### config.mk
export PLATFORM = sky130hd
export DESIGN_NAME = mem_arbiter
export DESIGN_NICKNAME = d
export VERILOG_FILES = /design/src/rtl/mem_arbiter.sv
export SDC_FILE = /design/constraint.sdc
export NUM_CORES = 1
export LEC_CHECK = 0
export BUFFER_PORTS_ARGS = -buffer_cell sky130_fd_sc_hd__buf_2
export CORE_AREA = 2 2 175 177
export DETAILED_ROUTE_END_ITERATION = 10
export DIE_AREA = 0 0 177 179
export PLACE_DENSITY = 0.51
export SLEW_MARGIN = 5
export SYNTH_ARGS = -nofsm -noshare
export SYNTH_HDL_FRONTEND = slang
export SYNTH_SLANG_ARGS = --single-unit
### constraint.sdc
create_clock -name clk_i -period 3.5 [get_ports clk_i]
set_input_delay 0.525 -clock clk_i [delete_from_list [all_inputs] [get_ports clk_i]]
set_output_delay 0.525 -clock clk_i [all_outputs]
set_load 0.005 [all_outputs]
### src/rtl/mem_arbiter.sv
// Two-requester (instruction fetch / load-store) arbiter in front of a single-outstanding memory port.
// LS has priority; a saturating starvation counter forces an IF grant after STARVE_MAX LS wins.
module mem_arbiter #(
   parameter int unsigned AW         = 32,
   parameter int unsigned DW         = 64,
   parameter int unsigned STARVE_MAX = 4
) (
   input  logic            clk_i,
   input  logic            rst_i,
   // fetch request
   input  logic            if_req_valid_i,
   output logic            if_req_ready_o,
   input  logic [AW-1:0]   if_addr_i,
   // load/store request
   input  logic            ls_req_valid_i,
   output logic            ls_req_ready_o,
   input  logic [AW-1:0]   ls_addr_i,
   input  logic            ls_wen_i,
   input  logic [DW-1:0]   ls_wdata_i,
   input  logic [DW/8-1:0] ls_wmask_i,
   // memory request
   output logic            mem_req_valid_o,
   input  logic            mem_req_ready_i,
   output logic [AW-1:0]   mem_addr_o,
   output logic            mem_wen_o,
   output logic [DW-1:0]   mem_wdata_o,
   output logic [DW/8-1:0] mem_wmask_o,
   // memory response
   input  logic            mem_rsp_valid_i,
   output logic            mem_rsp_ready_o,
   input  logic [DW-1:0]   mem_rdata_i,
   input  logic            mem_rsp_err_i,
   // fetch response
   output logic            if_rsp_valid_o,
   input  logic            if_rsp_ready_i,
   output logic [DW-1:0]   if_rdata_o,
   output logic            if_rsp_err_o,
   // load/store response
   output logic            ls_rsp_valid_o,
   input  logic            ls_rsp_ready_i,
   output logic [DW-1:0]   ls_rdata_o,
   output logic            ls_rsp_err_o
);

   localparam int unsigned MW = DW / 8;
   localparam int unsigned CW = (STARVE_MAX < 1) ? 1 : $clog2(STARVE_MAX + 1);

   typedef enum logic [1:0] {
      IDLE  = 2'd0,
      ISSUE = 2'd1,
      WAIT  = 2'd2
   } state_t;

   typedef enum logic {
      OWN_IF = 1'b0,
      OWN_LS = 1'b1
   } owner_t;

   state_t        state;
   owner_t        owner;
   logic [CW-1:0] starve_cnt;

   logic starved;
   logic sel_if;
   logic sel_ls;
   logic in_idle;
   logic in_wait;
   logic grant_if;
   logic grant_ls;
   logic rsp_done;

   // Requester selection; ready is only offered in IDLE and never while reset is held.
   always_comb begin
      starved  = (starve_cnt == CW'(STARVE_MAX));
      sel_ls   = ls_req_valid_i && !(if_req_valid_i && starved);
      sel_if   = if_req_valid_i && (!ls_req_valid_i || starved);
      in_idle  = rst_i && (state == IDLE);
      in_wait  = (state == WAIT);
      grant_ls = in_idle && sel_ls;
      grant_if = in_idle && sel_if;
   end

   assign if_req_ready_o = grant_if;
   assign ls_req_ready_o = grant_ls;

   // Response path is routed straight through to whoever owns the outstanding transaction.
   always_comb begin
      mem_rsp_ready_o = 1'b0;
      if_rsp_valid_o  = 1'b0;
      if_rdata_o      = '0;
      if_rsp_err_o    = 1'b0;
      ls_rsp_valid_o  = 1'b0;
      ls_rdata_o      = '0;
      ls_rsp_err_o    = 1'b0;
      if (in_wait) begin
         if (owner == OWN_LS) begin
            mem_rsp_ready_o = ls_rsp_ready_i;
            ls_rsp_valid_o  = mem_rsp_valid_i;
            ls_rdata_o      = mem_rdata_i;
            ls_rsp_err_o    = mem_rsp_err_i;
         end else begin
            mem_rsp_ready_o = if_rsp_ready_i;
            if_rsp_valid_o  = mem_rsp_valid_i;
            if_rdata_o      = mem_rdata_i;
            if_rsp_err_o    = mem_rsp_err_i;
         end
      end
   end

   assign rsp_done = mem_rsp_valid_i && mem_rsp_ready_o;

   // Transaction FSM with registered request fields and starvation tracking.
   always_ff @(posedge clk_i or negedge rst_i) begin
      if (!rst_i) begin
         state           <= IDLE;
         owner           <= OWN_IF;
         starve_cnt      <= '0;
         mem_req_valid_o <= 1'b0;
         mem_addr_o      <= '0;
         mem_wen_o       <= 1'b0;
         mem_wdata_o     <= '0;
         mem_wmask_o     <= '0;
      end else begin
         case (state)
            IDLE: begin
               if (grant_ls) begin
                  state           <= ISSUE;
                  owner           <= OWN_LS;
                  mem_req_valid_o <= 1'b1;
                  mem_addr_o      <= ls_addr_i;
                  mem_wen_o       <= ls_wen_i;
                  mem_wdata_o     <= ls_wdata_i;
                  mem_wmask_o     <= ls_wmask_i;
                  if (if_req_valid_i && !starved) begin
                     starve_cnt <= starve_cnt + CW'(1);
                  end
               end else if (grant_if) begin
                  state           <= ISSUE;
                  owner           <= OWN_IF;
                  mem_req_valid_o <= 1'b1;
                  mem_addr_o      <= if_addr_i;
                  mem_wen_o       <= 1'b0;
                  mem_wdata_o     <= '0;
                  mem_wmask_o     <= MW'(0);
                  starve_cnt      <= '0;
               end
            end
            ISSUE: begin
               if (mem_req_ready_i) begin
                  state           <= WAIT;
                  mem_req_valid_o <= 1'b0;
               end
            end
            WAIT: begin
               if (rsp_done) begin
                  state <= IDLE;
               end
            end
            default: begin
               state           <= IDLE;
               mem_req_valid_o <= 1'b0;
            end
         endcase
      end
   end

endmodule

==> flow_summary.json <==
{
  "status": "finished clean",
  "cts-htree-levels": 3,
  "crit_family": "simple AND/OR/NAND/NOR gates",
  "grt_max_degree": 74,
  "wire_per_inst_um": 16.5,
  "p_int_mw": 3.78,
  "syn_area_per_cell_um2": 10.6,
  "core_area_um2": 30000,
  "cp_num_buf_inv": 2,
  "path_max_fanout": 66,
  "final_cells": 1363,
  "whs_ps": 53.2,
  "root_buffer": "clkbuf_16",
  "yosys-top-cells-count": "133 x and2_1, 112 x dfrtp_1, 73 x a22o_1",
  "postSynthCellCount": 542,
  "hpwlAfterDp_mm": 17.3,
  "rsz0062_at_grt": "false",
  "overflow": 0,
  "synth-edff-count": 0,
  "row_count": 64,
  "synth_warnings": 0,
  "hold_buffers": 0,
  "drc": 0,
  "cap_violations": 0,
  "antenna_found_initial": 0,
  "regArea_um2": 2800,
  "grt.met2_usage_pct": 21.8,
  "ant_nets": 0,
  "drive_gt1_share_pct": 53.6,
  "criticalPathCategory": "flop to output port",
  "pin_count": 451,
  "use_met3_pct": 2.80,
  "grt_pass1_wl_mm": 31.9,
  "fin_setup_tns_ps": 0,
  "grt_usage_pct": 13.1,
  "crit_chain": "nand2b_1 -> nor2_2 -> buf_4 -> and2_1 -> buf_2",
  "slowest_stage": "dfrtp_1",
  "power_frac_comb_pct": 43.9,
  "rr_worst_depth": 6,
  "slowest_delay_ps": 500,
  "p_leak_nw": 4.61,
  "multi_input_area_um2": 2610,
  "post-place-ws_ps": 1020,
  "ys_seq_area_share_pct": 48.7,
  "critPathCaptureType": "output port",
  "synth_area_leaders": "dfrtp_1 49%, and2_1 14%, a22o_1 11%, a31oi_2 6.3%, nand3_1 2.9%",
  "hold_violations": 0,
  "routed_wl_mm": 22.5,
  "num_vias": 5774,
  "postCtsSetupRepairBufs": 0,
  "area_delta_synth_final_pct": 49.5,
  "syn_nets": 754,
  "cp.required_ps": 2970,
  "final.min_clock_period_ps": 2640,
  "initial_utilization_pct": 19.2,
  "r2r-end": "mem_wdata_o[61]",
  "p_per_area_nw_per_um2": 699,
  "setup_viol": 0,
  "n_antenna_cell": 0,
  "synth_seq_cells": 112,
  "reg2reg_slack_ps": 1350,
  "grt_use_met1_pct": 17.2,
  "dp_cells": 1347,
  "worstReg2RegStart": "starve_cnt[0]",
  "die_w_um": 177,
  "cts_sinks": 112,
  "power_mw": 6.01,
  "worstMarginPinSlew_ps": 890,
  "netlist_area_um2": 5760,
  "relSlewSlack_pct": 40.7,
  "synth_ff_type": "dfrtp_1",
  "crit_start": "state[0]",
  "post-route-period-util_pct": 75.4,
  "async_flop_share_pct": 100,
  "worst_slack_ps": 862,
  "critPathLaunchType": "flop",
  "num-nets-final": 1174,
  "yosysTopAreaCell": "dfrtp_1",
  "yosysTopAreaCellShare_pct": 48.7,
  "slew_violations": 0,
  "cts-resized-gates": 0,
  "gp_congestion": 0.838,
  "fmax_ghz": 0.379,
  "p_switching_mw": 2.23,
  "yosysMostFrequentCell": "and2_1",
  "ys_types": 31,
  "worstHoldPathType": "input port to asynchronous set/reset pin",
  "grt_pass1_vias": 5654,
  "numPortBuffers": 450,
  "clock_path_buffers": 2,
  "arrival_ps": 2110,
  "cts_tree": "yes",
  "clkLatencyLatePin_ps": 360,
  "numCtsBuffers": 9,
  "pwr-share-seq_pct": 38.1,
  "ir_drop_v": 0.000326,
  "die_y_um": 179,
  "drtPass1Iterations": 4,
  "first_iter_violations": 199,
  "nFillCells": 3207,
  "post-route-util_pct": 28.7,
  "swShare_pct": 37.1,
  "dpl_cell_area_um2": 8300,
  "clk_pin_slew_ps": 90,
  "power_frac_clock_pct": 18.0,
  "fin_area_um2": 8600,
  "busiest_layer": "met2",
  "routed_via_density": 4.24,
  "fin_worst_skew_ps": 16.1,
  "die_area_um2": 31700
}
## cells in the final DEF, fill, tap and decap left out, types with 2 or more instances in the layout
cell type    n
a31oi_1      3
dfrtp_1    112
a22o_1      73
clkinv_8     2
a31oi_2     29
a21oi_1     32
ha_1         2
o21ai_0     29
nand2_1      8
inv_6        2
nor2_1       3
inv_1        3
buf_2      449
nor3b_1      2
and2_1     132
buf_4       14
nor2_2       2
nand3_1     33
o21ai_1      9
clkbuf_16    9
## registers in the layout, summed over array words and instances, names as in the netlist
name / cells
mem_wdata_o: 64
mem_addr_o: 32
mem_wmask_o: 8
starve_cnt: 3
state: 2
mem_req_valid_o: 1
mem_wen_o: 1
owner: 1
## layout make-up
cell class | instances | area share (%)
clock buffers | 10 | 2.78
clock inverters | 6 | 0.814
inverters | 3 | 0.131
multi-input cells | 372 | 30.4
flip-flops and latches | 112 | 32.6
well taps | 396 | 5.76
repair buffers | 464 | 27.6
## cell families after synthesis
family	count (synthesis)	synth area share [%]
simple gates	192	20.4
compound gates	177	24.2
flops	112	48.7
buf+inv	58	6.13
fa+ha+maj	2	0.435
mux	1	0.174
## power groups by stage
stage | Clock, mW | Sequential, mW | Combinational, mW
floorplan | 0 | 2.33 | 1.35
global placement | 0 | 2.34 | 2.65
detailed placement | 0 | 2.32 | 2.68
CTS | 1.13 | 2.30 | 2.70
global route | 1.19 | 2.37 | 2.94
finish | 1.08 | 2.29 | 2.64
## worst max-delay path by stage
| stage | cells past startpoint | to |
|---|---|---|
| 6_report | 5 | if_rdata_o[0] |
| 3_3_place_gp | 6 | mem_addr_o[15] |
| 3_5_place_dp | 5 | mem_addr_o[16] |
| 5_1_grt | 5 | if_rdata_o[0] |
| 4_1_cts | 5 | if_rdata_o[0] |
| 2_1_floorplan | 6 | ls_req_ready_o |
## per-layer routing
layer  routed length [um]  share of wire [%]  vias up
li1                     -                  -     2770
met1                 9960                 44     2736
met2                10700                 48      258
met3                 1630                7.3       10
met4                  199               0.88        0
met5                    0                  0        -
(Power assumes the default switching activity.)
